**src/rtl/button_debounce_pkg.sv**
```systemverilog
// ============================================================================
// Module      : button_debounce_pkg
// Description : Shared per-lane state encodings for debounce and one-pulse.
// Revision    : 1.0 - initial release
// ============================================================================
`default_nettype none

package button_debounce_pkg;

  typedef logic [1:0] state_t;

  localparam state_t S_LOW  = 2'd0;
  localparam state_t S_RISE = 2'd1;
  localparam state_t S_HIGH = 2'd2;
  localparam state_t S_FALL = 2'd3;

endpackage : button_debounce_pkg

`default_nettype wire

```
**src/rtl/button_debounce_if.sv**
```systemverilog
// ============================================================================
// Module      : button_debounce_if
// Description : Raw button inputs and conditioned level/busy outputs.
// Revision    : 1.0 - initial release
// ============================================================================
`default_nettype none

interface button_debounce_if #(
  parameter int N_BTN = 4
);

  logic [N_BTN-1:0] pb_raw;
  logic [N_BTN-1:0] pb_debounced;
  logic [N_BTN-1:0] pb_busy;

  modport master (
    output pb_raw,
    input  pb_debounced,
    input  pb_busy
  );

  modport slave (
    input  pb_raw,
    output pb_debounced,
    output pb_busy
  );

endinterface : button_debounce_if

`default_nettype wire

```
**src/rtl/button_debounce_lane.sv**
```systemverilog
// ============================================================================
// Module      : debounce_lane
// Description : Single-bit 2-FF synchroniser, stability counter and FSM.
// Revision    : 1.0 - initial release
// ============================================================================
`default_nettype none

module debounce_lane
  import button_debounce_pkg::*;
#(
  parameter int STABLE_CYCLES = 1000000
) (
  input  wire logic clk,
  input  wire logic rst,
  input  wire logic i_raw,
  output logic      o_debounced,
  output logic      o_busy
);

  localparam int              CNT_W      = $clog2(STABLE_CYCLES + 1);
  localparam logic [CNT_W-1:0] C_CNT_LAST = CNT_W'(STABLE_CYCLES - 1);

  logic             r_sync1;
  logic             r_sync2;
  state_t           r_state;
  logic [CNT_W-1:0] r_cnt;
  state_t           w_state_next;
  logic [CNT_W-1:0] w_cnt_next;

  always_ff @(posedge clk) begin
    if (rst) begin
      r_sync1 <= 1'b0;
      r_sync2 <= 1'b0;
      r_state <= S_LOW;
      r_cnt   <= '0;
    end else begin
      r_sync1 <= i_raw;
      r_sync2 <= r_sync1;
      r_state <= w_state_next;
      r_cnt   <= w_cnt_next;
    end
  end

  // Any reversal while qualifying drops back and restarts from zero.
  always_comb begin
    w_state_next = r_state;
    w_cnt_next   = r_cnt;
    case (r_state)
      S_LOW: begin
        if (r_sync2) begin
          w_state_next = S_RISE;
          w_cnt_next   = '0;
        end
      end
      S_RISE: begin
        if (!r_sync2) begin
          w_state_next = S_LOW;
          w_cnt_next   = '0;
        end else if (r_cnt == C_CNT_LAST) begin
          w_state_next = S_HIGH;
          w_cnt_next   = '0;
        end else begin
          w_cnt_next   = r_cnt + 1'b1;
        end
      end
      S_HIGH: begin
        if (!r_sync2) begin
          w_state_next = S_FALL;
          w_cnt_next   = '0;
        end
      end
      default: begin
        if (r_sync2) begin
          w_state_next = S_HIGH;
          w_cnt_next   = '0;
        end else if (r_cnt == C_CNT_LAST) begin
          w_state_next = S_LOW;
          w_cnt_next   = '0;
        end else begin
          w_cnt_next   = r_cnt + 1'b1;
        end
      end
    endcase
  end

  always_comb begin
    o_debounced = 1'b0;
    o_busy      = 1'b0;
    case (r_state)
      S_LOW:   begin o_debounced = 1'b0; o_busy = 1'b0; end
      S_RISE:  begin o_debounced = 1'b0; o_busy = 1'b1; end
      S_HIGH:  begin o_debounced = 1'b1; o_busy = 1'b0; end
      default: begin o_debounced = 1'b1; o_busy = 1'b1; end
    endcase
  end

endmodule : debounce_lane

`default_nettype wire

```
**src/rtl/button_debounce.sv**
```systemverilog
// ============================================================================
// Module      : button_debounce
// Description : N_BTN independent debounce lanes feeding the one-pulse stage.
// Revision    : 1.0 - initial release
// ============================================================================
`default_nettype none

module button_debounce #(
  parameter int N_BTN         = 4,
  parameter int STABLE_CYCLES = 1000000
) (
  input wire logic         clk,
  input wire logic         rst,
  button_debounce_if.slave bus
);

  for (genvar gi = 0; gi < N_BTN; gi++) begin : g_lane
    debounce_lane #(
      .STABLE_CYCLES(STABLE_CYCLES)
    ) u_lane (
      .clk        (clk),
      .rst        (rst),
      .i_raw      (bus.pb_raw[gi]),
      .o_debounced(bus.pb_debounced[gi]),
      .o_busy     (bus.pb_busy[gi])
    );
  end

endmodule : button_debounce

`default_nettype wire
```
**src/flat_wrapper.sv**
```systemverilog
// flat-port wrapper written by rule: the top's interface ports become plain ports
module button_debounce_flat 
#(
  parameter int N_BTN         = 4,
  parameter int STABLE_CYCLES = 1000000
)
  (clk, rst, bus_pb_raw, bus_pb_debounced, bus_pb_busy);
  button_debounce_if #(.N_BTN(N_BTN)) bus_i ();
  input wire logic clk;
  input wire logic rst;
  input wire logic [$bits(bus_i.pb_raw)-1:0] bus_pb_raw;
  output wire logic [$bits(bus_i.pb_debounced)-1:0] bus_pb_debounced;
  output wire logic [$bits(bus_i.pb_busy)-1:0] bus_pb_busy;
  assign bus_i.pb_raw = bus_pb_raw;
  assign bus_pb_debounced = bus_i.pb_debounced;
  assign bus_pb_busy = bus_i.pb_busy;
  button_debounce #(.N_BTN(N_BTN), .STABLE_CYCLES(STABLE_CYCLES)) u_core (.clk(clk), .rst(rst), .bus(bus_i));
endmodule
```
**config.mk**
```make
export PLATFORM = sky130hd
export DESIGN_NAME = button_debounce_flat
export DESIGN_NICKNAME = d
export VERILOG_FILES = /design/src/rtl/button_debounce_pkg.sv /design/src/rtl/button_debounce_if.sv /design/src/rtl/button_debounce_lane.sv /design/src/rtl/button_debounce.sv /design/src/flat_wrapper.sv
export SDC_FILE = /design/constraint.sdc
export NUM_CORES = 1
export LEC_CHECK = 0
export CORE_ASPECT_RATIO = 1.2
export CORE_MARGIN = 1.5
export CORE_UTILIZATION = 40
export DETAILED_ROUTE_END_ITERATION = 8
export GPL_TIMING_DRIVEN = 0
export PLACE_DENSITY = 0.63
export SYNTH_ARGS = -nofsm -noshare
export SYNTH_HDL_FRONTEND = slang
export SYNTH_HIERARCHICAL = 1
export SYNTH_SLANG_ARGS = --single-unit
```
**constraint.sdc**
```tcl
create_clock -name clk -period 4.4 [get_ports clk]
set_clock_uncertainty 0.1 [all_clocks]
set_input_delay 0.66 -clock clk [delete_from_list [all_inputs] [get_ports clk]]
set_output_delay 0.66 -clock clk [all_outputs]
set_load 0.05 [all_outputs]
```
==> metrics.md, run 1 <==
| Metric | Value |
|---|---|
| Core area | around 0.012 mm2 |
| Initial core utilization | 41.2% |
| Post-synth top area share | between 30% and 40% |
| Detailed placement HPWL | around 7 mm |
| Post-synthesis sequential area ratio | about two fifths |
| # IOs | 14 |
| Fin cells | between 700 and 800 |
| CTS max path bufs | 2 |
| Startpoint Class | flip-flop |
| Vias | ~4200 |
| Maximum VDD drop | ~0.00025 V |
| Ranking of synthesized cells by area | dfxtp_1 (38%), ha_1 (5.0%), a21oi_1 (4.3%) |
| YS warnings | 6 |
| Worst-path clk slew | about 60 ps |
| Leading area contributor after synthesis | dfxtp_1 |
| CTS resizes | 0 |
| Synth Cell Area | ~0.005 mm2 |
| I/O Buffers | 13 |
| Cell count after synthesis | 583 |
| Nets | approximately 630 |
| Die Area | about 0.013 mm2 |
| Initial DRC count | slightly above 200 |
| CTS hold repair buffers | 0 |
| Number of setup violations in the final report | 0 |
| Syn Area/Cell | roughly 8.6 um2 |
| Total negative slack | 0 ps |
| Largest net degree at the start of global routing | 27 |
| Max cap viols | 0 |
| Final max-slew violation count | 0 |
| Chip Width | approximately 110 um |
| DRT Pass-1 Iters | 5 |
| Setup repair bufs after CTS | 0 |
| Overall routing resource usage | approximately 16% |
| Initial antenna violation count | 0 |
| Period utilization | 65.4% |
| Drc violations | 0 |
| Primary FF master, synth | dfxtp_1 |
| Pwr per Cell Area | about 370 mW/mm2 |
| Kind of end point of the critical path | output port |
| Arrival time of the worst setup path | approximately 2100 ps |
| Via density per instance | around 5.5 |
| Critical Path RT | between 3000 and 4000 ps |
| CTS tree | yes |
| Relative slew slack | a little under two fifths |
| Clk_lat worst skew | around 340 ps |
| Tmin final | 2880 ps |
| Vias in the first global route | roughly 4000 |
| Pleak | 1.82 nW |
| Yosys reg bits | 96 |
| Fraction of layout cells with a size suffix above 1 | 9.64% |
| Hold crit path type | reg2reg |
| Post-synth cell types | 48 |
| Num CTS Buffers | 9 |
| Crit Path Class | reg2out |
| Final hold vios | 0 |
| Root buf cell | clkbuf_16 |
| Syn nets | between 600 and 700 |
| Clock sink count | 96 |
| Die span in y | 126 um |
| Fmax | 347 MHz |
| Diodes inserted | 0 |
| Post-Route WL | roughly 10 mm |
| Async S/R FF share, synth | 0% |
| Area growth syn-to-layout | 12.0% |
| FP Rows | 44 |
| H-Tree Depth | 3 |
| R2R cell count | 7 |
| Status | complete, no violations |
| Dpl cells | 757 |
| Crit-path max FO | 5 |
| Worst Tran Pin Value | a little over 900 ps |
| Unrepaired setup endpoints after global routing | no |
| Post-synth EDFFs | 0 |
| WL/cell | 13.1 um |
| Post-route ant nets | 0 |
| Final Power | between 2 and 2.5 mW |
| WHS Path Cells | 1 |
| GP Congestion | between 0.7 and 0.8 |
| Global-route wire length before repair | approximately 18 mm |
| GRT overflow | 0 |
-- area by class of cell --
type,count,area [um2]
buffer,27,133
timing repair buffer,13,130
tap,161,201
inverter,20,75.1
clock buffer,9,225
multi-input combinational,440,2890
fill,1193,6550
clock inverter,7,47.5
sequential,96,1920
-- layout by cell type, fill, tap and decap left out, drive strengths merged, types with 5 or more instances in the layout --
master	n
nor2	55
and3	11
a21oi	46
dfxtp	96
a22oi	11
nand2b	7
or3	22
nand4	26
mux2	10
nor2b	8
o31ai	8
xnor2	19
clkbuf	23
inv	21
ha	20
nor4	10
o21ai	24
or4	16
xor2	19
or4bb	8
a31o	6
nand3	28
mux2i	5
and4	6
clkdlybuf4s50	13
nand2	42
buf	13
nor3	8
-- final timing paths --
path	startpoint	end	slack, ps
setup / recovery	u_core/g_lane[1].u_lane/r_state[0]$_SDFFE_PP0P_	bus_pb_busy[1]	1520
hold / removal	u_core/g_lane[2].u_lane/r_sync1$_SDFF_PP0_	u_core/g_lane[2].u_lane/r_sync2$_SDFF_PP0_	350
setup reg to reg	u_core/g_lane[2].u_lane/r_state[0]$_SDFFE_PP0P_	u_core/g_lane[2].u_lane/r_cnt[17]$_SDFFE_PP0P_	1830
hold reg to reg	u_core/g_lane[2].u_lane/r_sync1$_SDFF_PP0_	u_core/g_lane[2].u_lane/r_sync2$_SDFF_PP0_	350
-- power breakdown --
group          leakage (nW)  switching, mW  internal, mW
logic                 0.908          0.293         0.154
registers             0.776         0.0295         0.899
clock network         0.132          0.334         0.383
-- per-layer routing --
layer  vias up  GRT usage, %  routed length (um)
li1       2170             -                   -
met1      1983          19.5                4730
met2        70          28.2                4990
met3         6          3.21                 341
met4         0          5.40                  79
met5         -             0                   0
-- worst max-delay path: stages, from the launching register on --
cell and delay [ps]:
dfxtp_1 400, inv_1 100, ha_1 250, nor2_1 200, clkdlybuf4s50_1 840
-- registers in the layout (all words and copies together) (netlist names), named ones only --
| register | flops |
|---|---|
| u_core/g_lane.u_lane/r_cnt | 80 |
| u_core/g_lane.u_lane/r_sync2 | 4 |
| u_core/g_lane.u_lane/r_sync1 | 4 |
| u_core/g_lane.u_lane/r_state | 4 |
-- kinds of logic (layout without fill, tap and decap cells) --
group | count (synthesis) | after routing | synth area share (%)
AOI/OAI and AO/OA | 108 | 108 | 13.6
adders and majority gates | 20 | 20 | 4.99
DFF | 96 | 96 | 38.3
and+or+nand+nor | 259 | 259 | 28.8
xor gates and xnor gates | 38 | 38 | 6.63
buffers and inverters | 47 | 76 | 4.14
muxes | 15 | 15 | 3.54
-- cell usage after synthesis, drive strengths merged, types with 10 or more instances --
library cell  count
xnor2            19
xor2             19
ha               20
clkbuf           14
buf              13
nand4            26
mux2             10
a22oi            11
or4              16
nand3            28
nor4             10
dfxtp            96
or3              22
o21ai            24
nand2            42
and3             11
inv              20
a21oi            46
nor2             55
-- stage by stage --
step	setup WS, ps	cell area, um2	util (%)	hold WS (ps)
floorplan	2000	5020	-	314
global placement	1340	5350	44.0	315
detailed placement	1260	5350	44.0	337
CTS	1470	5620	46.2	350
global route	1390	5620	46.2	354
finish	1520	5620	46.2	346
(Power assumes the default switching activity.)
==> inputs of run 2 (changes only) <==
Clock period 4.4 ns to 2.9 ns, I/O delays scaled along.
==> results of run 2 <==
Same layout as run 1 (identical final DEF). Status: complete, no violations.
Main changes from that run: setup slack after placement 1260 ps -> -14.3 ps; setup slack after layout 1520 ps -> 247 ps; register-to-register setup slack 1830 ps -> 330 ps; total power 2.09 mW -> 3.17 mW; worst IR drop on VDD 0.000253 V -> 0.000385 V
